## config.mk

```make
export PLATFORM = sky130hd
export DESIGN_NAME = fetch_sequencer
export DESIGN_NICKNAME = d
export VERILOG_FILES = /design/src/rtl/fetch_sequencer.sv
export SDC_FILE = /design/constraint.sdc
export NUM_CORES = 1
export LEC_CHECK = 0
export ABC_CLOCK_PERIOD_IN_PS = 2100
export CAP_MARGIN = 30
export CORE_UTILIZATION = 36
export CTS_BUF_LIST = sky130_fd_sc_hd__clkbuf_8
export CTS_CLUSTER_SIZE = 16
export DETAILED_ROUTE_END_ITERATION = 10
export DONT_BUFFER_PORTS = 1
export PLACE_DENSITY_LB_ADDON = 0.1
export SYNTH_ARGS = -nofsm -noshare
export SYNTH_HDL_FRONTEND = slang
export SYNTH_SLANG_ARGS = --single-unit
```

## constraint.sdc

```tcl
create_clock -name clk -period 2.1 [get_ports clk]
set_clock_uncertainty 0.2 [all_clocks]
set_input_delay 0.21 -clock clk [delete_from_list [all_inputs] [get_ports clk]]
set_output_delay 0.21 -clock clk [all_outputs]
set_load 0.01 [all_outputs]
```

## src/rtl/fetch_sequencer.sv

```systemverilog
// fetch_sequencer: owns the fetch PC and drives the instruction-memory
// handshake. At most one request is outstanding. The fetched word is held
// for decode under valid/ready. Execute redirects retarget the PC, and a
// response that was already in flight at that point is discarded.
//
// Ports:
//   clk              clock, all state updates on posedge
//   reset            synchronous active-low reset
//   redirect_valid   execute requests a PC change
//   redirect_addr    redirect target (low two bits ignored, flagged if set)
//   imem_req_valid   fetch request valid
//   imem_req_addr    fetch byte address (always equals pc)
//   imem_req_ready   memory accepts the request
//   imem_resp_valid  response word valid
//   imem_resp_data   instruction word
//   if_valid         instruction available to decode
//   if_instr         held instruction
//   if_pc            address of if_instr
//   if_ready         decode accepts the instruction
//   pc               current fetch PC
//   misaligned_fault one-cycle pulse after a misaligned redirect target
//   fetch_count      instructions delivered to decode (wraps)
module fetch_sequencer #(
  parameter logic [31:0] RESET_ADDR = 32'h0000_0000
) (
  input  logic        clk,
  input  logic        reset,
  input  logic        redirect_valid,
  input  logic [31:0] redirect_addr,
  output logic        imem_req_valid,
  output logic [31:0] imem_req_addr,
  input  logic        imem_req_ready,
  input  logic        imem_resp_valid,
  input  logic [31:0] imem_resp_data,
  output logic        if_valid,
  output logic [31:0] if_instr,
  output logic [31:0] if_pc,
  input  logic        if_ready,
  output logic [31:0] pc,
  output logic        misaligned_fault,
  output logic [31:0] fetch_count
);

  typedef enum logic [1:0] {StReq, StWait, StHold} state_e;

  state_e      state_q, state_d;
  logic [31:0] pc_q, pc_d;
  logic        kill_q, kill_d;
  logic        if_valid_q, if_valid_d;
  logic [31:0] if_instr_q, if_instr_d;
  logic [31:0] if_pc_q, if_pc_d;
  logic        fault_q, fault_d;
  logic [31:0] count_q, count_d;
  logic [31:0] target;

  assign target = {redirect_addr[31:2], 2'b00};

  always_ff @(posedge clk) begin
    if (!reset) begin
      state_q    <= StReq;
      pc_q       <= {RESET_ADDR[31:2], 2'b00};
      kill_q     <= 1'b0;
      if_valid_q <= 1'b0;
      if_instr_q <= 32'h0;
      if_pc_q    <= 32'h0;
      fault_q    <= 1'b0;
      count_q    <= 32'h0;
    end else begin
      state_q    <= state_d;
      pc_q       <= pc_d;
      kill_q     <= kill_d;
      if_valid_q <= if_valid_d;
      if_instr_q <= if_instr_d;
      if_pc_q    <= if_pc_d;
      fault_q    <= fault_d;
      count_q    <= count_d;
    end
  end

  always_comb begin
    state_d    = state_q;
    pc_d       = pc_q;
    kill_d     = kill_q;
    if_valid_d = if_valid_q;
    if_instr_d = if_instr_q;
    if_pc_d    = if_pc_q;
    count_d    = count_q;
    fault_d    = redirect_valid && (redirect_addr[1:0] != 2'b00);

    unique case (state_q)
      StReq: begin
        if (imem_req_ready) begin
          state_d = StWait;
          // A redirect in the accept cycle makes the response just requested stale.
          kill_d  = redirect_valid;
        end
        if (redirect_valid) pc_d = target;
      end
      StWait: begin
        if (imem_resp_valid) begin
          state_d = StReq;
          kill_d  = 1'b0;
          // Drop the word if it was already stale or a redirect lands with it.
          if (!kill_q && !redirect_valid) begin
            if_instr_d = imem_resp_data;
            if_pc_d    = pc_q;
            if_valid_d = 1'b1;
            state_d    = StHold;
          end
        end else if (redirect_valid) begin
          kill_d = 1'b1;
        end
        if (redirect_valid) pc_d = target;
      end
      StHold: begin
        // Redirect beats a simultaneous handshake; the held word is not counted.
        if (redirect_valid) begin
          pc_d       = target;
          if_valid_d = 1'b0;
          state_d    = StReq;
        end else if (if_ready) begin
          count_d    = count_q + 32'd1;
          pc_d       = pc_q + 32'd4;
          if_valid_d = 1'b0;
          state_d    = StReq;
        end
      end
      default: state_d = StReq;
    endcase
  end

  assign imem_req_valid   = reset && (state_q == StReq);
  assign imem_req_addr    = pc_q;
  assign pc               = pc_q;
  assign if_valid         = if_valid_q;
  assign if_instr         = if_instr_q;
  assign if_pc            = if_pc_q;
  assign misaligned_fault = fault_q;
  assign fetch_count      = count_q;

endmodule

```

# Yosys cells after proc, flatten, opt, wreduce, memory -nomap -nowiden

Cells that the tools add are included.
W data, S select, Z words.

Memories kept: 0
Bits in writable memories: 0
Bits in latches: 0
Bits in read-only memories: 0
Logic and storage cells: 55
Register bits after elaboration: 133

Mux-type cells: 19
Shifts and indexed selects: 0
Eq/ne operators: 8
Bitwise gates (word level): 1
Multipliers: 0
Divide/modulo/power cells: 0
Add/sub/neg operators: 2
Reduce and logical (&&, ||, !) cells: 17
Order comparisons: 0

Operators by type and width:

| cell                    | count |
|---|---|
| $mux W32                | 3 |
| $pmux W32 S2            | 1 |
| $add A32 B1 Y32 const B | 1 |
| $add A32 B3 Y32 const B | 1 |
| $reduce_and A3 Y1       | 5 |
| $mux W2                 | 5 |
| $reduce_bool A2 Y1      | 4 |
| $mux W1                 | 7 |
| $ne A2 B2 Y1 const B    | 3 |
| $ne A3 B3 Y1 const B    | 2 |
| $pmux W2 S3             | 1 |
| $pmux W1 S2             | 2 |
| $reduce_and A4 Y1       | 1 |
| $logic_and A1 B1 Y1     | 3 |
| $eq A2 B1 Y1 const B    | 1 |
| $eq A2 B2 Y1 const B    | 1 |
| $logic_not A1 Y1        | 2 |
| $logic_not A2 Y1        | 1 |
| $ne A2 B1 Y1 const B    | 1 |
| $reduce_or A2 Y1        | 1 |
| $not A1 Y1              | 1 |

# Logic depth before layout (Yosys ltp)

Gate-level depths: netlist of run 1.

Depth after elaboration: 5
Mapped depth: 8
Depth with buffers taken out: 6

# Worst setup path after synthesis of run 1

OpenSTA, ideal clock, no wires.

Path type: register to register
From: reg pc_q[2], in the netlist imem_req_addr[2]
To: reg pc_q[30], in the netlist imem_req_addr[30]
Path slack: -0.251 ns
Arrival time: 2.080 ns
Setup time: 0.071 ns
Cell stages (with the launch flop): 7
Required time: 1.829 ns
Buffers on the path: 0
Clock period less this slack: 2.351 ns
Cell sequence: dfxtp_1 > ha_1 > nand4_4 > nor4_4 > nand4_2 > or4_1 > a21oi_1

Longest elaborated chain between the ends: 4

RTL lines:

| element                | RTL line | RTL |
|---|---|---|
| start, declared        | 47       | `logic [31:0] pc_q, pc_d;` |
| start signal, assigned | 61       | `pc_q <= {RESET_ADDR[31:2], 2'b00};` |
| start signal, assigned | 70       | `pc_q <= pc_d;` |
| $add A32 B3 Y32        | 123      | `pc_d = pc_q + 32'd4;` |
| $mux W32               | 121      | `end else if (if_ready) begin` |
| $mux W32               | 117      | `if (redirect_valid) begin` |
| $pmux W32 S2           | 90       | `unique case (state_q)` |

Every way passes these cells. The select of a mux whose other input is x is not followed.
A chain may end at the register's enable or synchronous reset.

# Worst setup path after layout of run 1

From: reg pc_q[2], in the netlist imem_req_addr[2]
To: reg pc_q[31], in the netlist imem_req_addr[31]

Same word-level chain as after synthesis.

==> impl_metrics.csv, run 1 <==
group,metric,value,unit
clock_network,cts_buffers,17,
clock_network,htreeDepth,4,
sta,slew-limit-headroom,48.5,%
logic_synthesis,syn_area_per_cell,7.89,um2
drt,drtIter0Drc,326,
logic_synthesis,synth-simple-area-share,26.9,%
logic_synthesis,yosysSeqAreaShare,41.4,%
logic_synthesis,synth_cell_types,72,
global_route,grt_pass1_vias,6097,
drt,firstDrtPassIters,5,
sta,hold_viol_final,0,
clock_network,cts-root-buf,"clkbuf_8",
power,total_power,0.00532,W
logic_synthesis,yosysWarnings,0,
logic_synthesis,synthCells,790,
global_route,antenna_found_initial,0,
sta,grt_setup_unrepaired,"false",
sta,maxSlewViolCount,0,
sta,worst_slew_pin_slew,770,ps
logic_synthesis,yosys.area_share.xor_xnor,3.09,%
min_path,hp-class,"primary input to register",
logic_synthesis,yosysTopAreaCell,"dfxtp_1",
layout,area_growth,27.9,%
drt,post-route-drc-count,0,
logic_synthesis,async_flop_share,0,%
global_route,grt_overflow_total,0,
status,outcome,"finished, final reports clean",
drt,vias,6074,
power,vdd_ir_drop_max,0.000368,V
drt,ant_nets,0,
logic_synthesis,post_synth_fa_ha_maj_area_fraction,0.402,%
placed_design,dp_hpwl,13700,um
critical_path,path_class,"register to register",
sta,hold_ws,32.0,ps
drt,viasPerCell,5.39,
die,die_area,17800,um2
power,p_leak,2.98,nW
sta,timing.fmax,508,MHz
global_route,grt_max_degree,66,
clock_network,clk_path_buf_depth,2,
die,dieWidth,134,um
drt,post_drt_wl_per_cell,17.6,um
clock_network,clk-insertion-delay-late,440,ps
die,coreArea,16800,um2
critical_path,worstPathMaxFanout,3,
logic_synthesis,yosysTopAreaCellShare,41.4,%
layout,n_antenna_cell,0,
global_route,grt_pass1_wl,31600,um
placed_design,placed_cell_area,6770,um2
clock_network,cts.sinks,129,
logic_synthesis,ys.flop_type,"dfxtp_1",
die,top_level_ports,233,
clock_network,cts_tree,"yes",
placed_design,numPortBuffers,0,
clock_network,clk_pin_slew,80,ps
logic_synthesis,synth_top_family_by_area,"simple AND/OR/NAND/NOR gates",
critical_path,crit_path_start_kind,"register",
die,start_util,37.2,%
logic_synthesis,synth_area_leaders,"dfxtp_1 41%, nand2_1 10%, a21oi_1 7.4%, buf_4 4.9%, nor2_1 3.8%",
sta,period_needed,1970,ps
logic_synthesis,synth-edff-count,0,
layout,final_area,7970,um2
power,power_density,668,nW/um2
critical_path,worstSetupEndpointType,"register",
die,die_y,134,um
sta,setup_viol,0,
run,drv_cap,0,
logic_synthesis,synthMuxAreaShare,2.03,%
logic_synthesis,synth_area,6230,um2
critical_path,required,2250,ps
global_route,grt_util_all_layers,22.5,%
sta,min_period_over_period,93.8,%
die,rows,47,
critical_path,worstPathArrival,2120,ps
logic_synthesis,synth_compound_area_share,17.2,%
layout,final_nets,965,
logic_synthesis,ys_ff_latch,129,
placed_design,gp_congestion,0.863,
drt,wl,19800,um
layout,drive_gt1_share,17.1,%
-- state kept, by name (all words and copies together), names as in the netlist --
| signal | cells |
|---|---|
| fetch_count | 32 |
| if_instr | 32 |
| if_pc | 30 |
| imem_req_addr | 30 |
| state_q | 2 |
| if_valid | 1 |
| kill_q | 1 |
| misaligned_fault | 1 |
-- critical path, stage by stage, from the launching register on --
cell and delay (ps):
dfxtp_2 360, nand2_1 140, nor4_4 390, nand3_2 150
or3_1 360, o311ai_1 270
-- power breakdown --
part | internal (W) | switching (W)
clock | 0.00111 | 0.00104
combinational | 0.000272 | 0.000322
sequential | 0.00251 | 0.0000693
-- layer usage --
layer	vias up	track usage (%)	share of wire [%]
met2	215	38.1	48
met1	2908	27.1	43
met4	0	8.40	2.0
met5	-	0	0
met3	27	6.16	6.6
li1	2924	-	-
-- kinds of logic (layout without fill, tap and decap cells) --
logic type      Yosys count  in the layout
compound gates          177            177
xor+xnor                 22             22
fa+ha+maj                 2              2
buf+inv                 100            211
flops                   129            129
mux                      12             12
other cells               1              6
simple gates            347            347
-- through the flow --
stage	util (%)	worst slack [ps]	setup TNS (ps)	cells
CTS	47.3	16.7	0	1122
global route	47.6	7.27	0	1126
detailed placement	40.4	34.6	0	1014
floorplan	-	-10.2	-10.2	795
global placement	40.4	143	0	1014
finish	47.6	130	0	1126
-- worst paths after layout --
path | slack (ps) | end | cells past startpoint | start
worst min-delay path | 30 | if_pc[28] | 3 | reset
worst max-delay path | 130 | imem_req_addr[31] | 5 | imem_req_addr[2]
worst max register to register | 130 | imem_req_addr[31] | 5 | imem_req_addr[2]
worst min register to register | 300 | if_pc[11] | 2 | if_pc[11]
-- synth_stat cells (all sizes together) (5+ instances only) --
library cell / count
o21ai: 28
clkbuf: 34
a31oi: 5
nand2: 168
nor3: 8
a21oi: 92
mux2: 5
nor2b: 5
nand4: 28
nand3: 30
mux2i: 7
dfxtp: 129
a32oi: 6
nor2: 64
o211ai: 5
nor4: 6
inv: 12
xnor2: 7
or3: 11
and3: 8
buf: 53
a22oi: 5
xor2: 15
-- layout make-up --
| type | count | area, um2 |
|---|---|---|
| sequential | 129 | 2590 |
| fill | 1648 | 8790 |
| multi-input combinational | 566 | 3130 |
| clock inverter | 13 | 135 |
| tap | 220 | 275 |
| timing repair buffer | 167 | 1530 |
| inverter | 12 | 46.3 |
| clock buffer | 19 | 262 |
-- layout by cell type (no fill, tap or decap), types with 12 or more instances in the layout --
master,count
nand4_1,25
xor2_1,15
a21oi_1,91
dlygate4sd3_1,76
clkbuf_8,19
dfxtp_1,122
nand2_1,166
buf_4,83
o21ai_0,12
nand3_1,28
nor2_1,63
o21ai_1,16
-- repair_timing --
| item | in CTS | in global routing |
|---|---|---|
| buffers inserted | 0 | 3 |
| gates resized for setup | 0 | 5 |
| hold buffers | 76 | 1 |
| endpoints found under the setup margin | 0 | 67 |
| endpoints found under the hold margin | 95 | 1 |
No activity file was read; power rests on OpenSTA's default activity.
==> run 2, diff against run 1 <==
--- a/config.mk
+++ b/config.mk
@@ -13,6 +13,7 @@
 export DETAILED_ROUTE_END_ITERATION = 10
 export DONT_BUFFER_PORTS = 1
 export PLACE_DENSITY_LB_ADDON = 0.1
+export SETUP_SLACK_MARGIN = 0.3
 export SYNTH_ARGS = -nofsm -noshare
 export SYNTH_HDL_FRONTEND = slang
 export SYNTH_SLANG_ARGS = --single-unit
==> run 2 against run 1 <==
The flow now finishes with violations (negative hold slack). Non-clock buffer count increased by 23. Register-to-register slack hardly changed. Die area unchanged.
==> impl_metrics.csv, run 2 (synthesis results as in run 1) <==
group,metric,value,unit
critical_path,r2r-end,"imem_req_addr[30]",
power,pwr-share-clk,38.9,%
power,p_comb_share,12.4,%
critical_path,ff2ff_path_depth,5,
layout,fill_cells,1544,
critical_path,critPathBufInv,1,
clock_network,cts_tree,"yes",
layout,area_growth,44.1,%
power,vdd_ir_drop_max,0.000344,V
clock_network,clk-insertion-delay-late,450,ps
sta,timing.fmax,509,MHz
clock_network,clk_pin_slew,80,ps
drt,vias,6370,
critical_path,crit_chain,"dlygate4sd3_1, or2_1, o22ai_1, a21o_4, or4_1, a21oi_1",
clock_network,cts-root-buf,"clkbuf_8",
critical_path,crit_path_start_kind,"primary input",
critical_path,critPathMaxStageDelay,740,ps
global_route,grt_pass1_wl,31500,um
layout,final_nets,989,
clock_network,cts_buffers,17,
status,violations,"negative hold slack",
layout,final_cell_mix,"151 x nand2_1, 99 x dfxtp_1, 90 x buf_4",
layout,multi_input_area,3660,um2
critical_path,worstSetupEndpointType,"register",
drt,firstDrtPassIters,4,
placed_design,gp_congestion,0.834,
die,die_area,17800,um2
power,switching_power,0.00145,W
critical_path,required,2280,ps
layout,n_antenna_cell,0,
critical_path,worstPathMaxFanout,7,
global_route,grt_pass1_vias,5821,
layout,drive_gt1_share,31.4,%
clock_network,clk_path_buf_depth,2,
power,p_seq_share,48.8,%
global_route,grt_overflow_total,0,
sta,hold_viol_final,22,
sta,maxSlewViolCount,0,
critical_path,slowest_stage,"dlygate4sd3_1",
sta,setup_viol,0,
die,start_util,37.2,%
min_path,hp-class,"primary input to register",
run,drv_cap,0,
drt,post_drt_wl_per_cell,19.4,um
sta,grt_setup_unrepaired,"true",
drt,post-route-drc-count,0,
die,top_level_ports,233,
layout,layout_commonest_cell,"nand2_1",
sta,setup_tns,0,ps
global_route,grt_max_degree,105,
status,outcome,"finished, violations left",
sta,worst_slew_pin_slew,553,ps
layout,regArea,2650,um2
die,coreArea,16800,um2
sta,min_period_over_period,93.5,%
critical_path,r2r_slack,140,ps
global_route,grt_util_all_layers,22.5,%
min_path,whs_endpoint,"state_q[1]",
drt,ant_nets,0,
power,p_int,0.00385,W
die,dieWidth,134,um
drt,drtIter0Drc,306,
critical_path,r2r_start,"imem_req_addr[12]",
placed_design,numPortBuffers,0,
layout,finalCoreUtilization,53.6,%
min_path,hold_start,"reset",
die,rows,47,
power,p_leak,3.39,nW
critical_path,crit_family,"simple AND/OR/NAND/NOR gates",
clock_network,htreeDepth,4,
global_route,antenna_found_initial,0,
die,die_y,134,um
critical_path,path_class,"primary input to register",
sta,hold_ws,-318,ps
power,total_power,0.00529,W
min_path,min_path_cells,1,
sta,slew-limit-headroom,63.1,%
power,switching_share,27.3,%
power,power_density,589,nW/um2
sta,period_needed,1960,ps
drt,wl,22300,um
drt,viasPerCell,5.54,
clock_network,cts.sinks,129,
placed_design,dp_hpwl,13700,um
critical_path,worstPathArrival,2150,ps
==> run 2: worst max-delay path by stage <==
stage                        end  cells past startpoint  slack, ps              start
6_report       imem_req_addr[30]                      6        140           if_ready
3_5_place_dp         if_instr[2]                      8         50         state_q[0]
3_3_place_gp   imem_req_addr[30]                      6        120         state_q[0]
5_1_grt        imem_req_addr[30]                      5         90  imem_req_addr[12]
4_1_cts        imem_req_addr[30]                      5        160   imem_req_addr[9]
2_1_floorplan  imem_req_addr[30]                      6         50   imem_req_addr[9]
==> run 2: timing repair <==
item | 4_1_cts | 5_1_grt
pin swaps | 13 | 45
hold endpoints to repair | 100 | 24
resized for setup | 47 | 113
hold buffers | 50 | 7
endpoints found under the setup margin | 99 | 112
buffers inserted | 20 | 18
cloned | 0 | 12
==> run 2: final cells by class <==
type                            count  area share [%]
Multi-Input combinational cell    567            40.7
Sequential cell                   129            29.5
Timing Repair Buffer              190            21.9
Clock buffer                       21            3.22
Tap cell                          220            3.06
Clock inverter                     11           0.975
Inverter                           12           0.515
==> run 2: metal layers <==
| metal | global-route usage (%) | routed length, um | vias up |
|---|---|---|---|
| li1 | - | - | 2983 |
| met1 | 26.8 | 9430 | 3118 |
| met2 | 38.3 | 11000 | 228 |
| met3 | 5.71 | 1290 | 41 |
| met4 | 9.09 | 633 | 0 |
| met5 | 0 | 0 | - |
==> run 2: power groups by stage <==
stage	logic (W)	registers, W	clock network, W
after floorplan	0.000340	0.00266	0
after global placement	0.000447	0.00263	0
after detailed placement	0.000457	0.00263	0
after CTS	0.000557	0.00258	0.00211
after global routing	0.000698	0.00259	0.00221
final	0.000654	0.00258	0.00206
==> run 2: per-stage QoR <==
stage	setup WS (ps)	cell area (um2)	std cells
after detailed placement	48.5	6820	1011
after global placement	117	6820	1011
after global routing	94.7	8980	1150
after CTS	159	8040	1113
final	137	8980	1150
after floorplan	54.4	6390	795
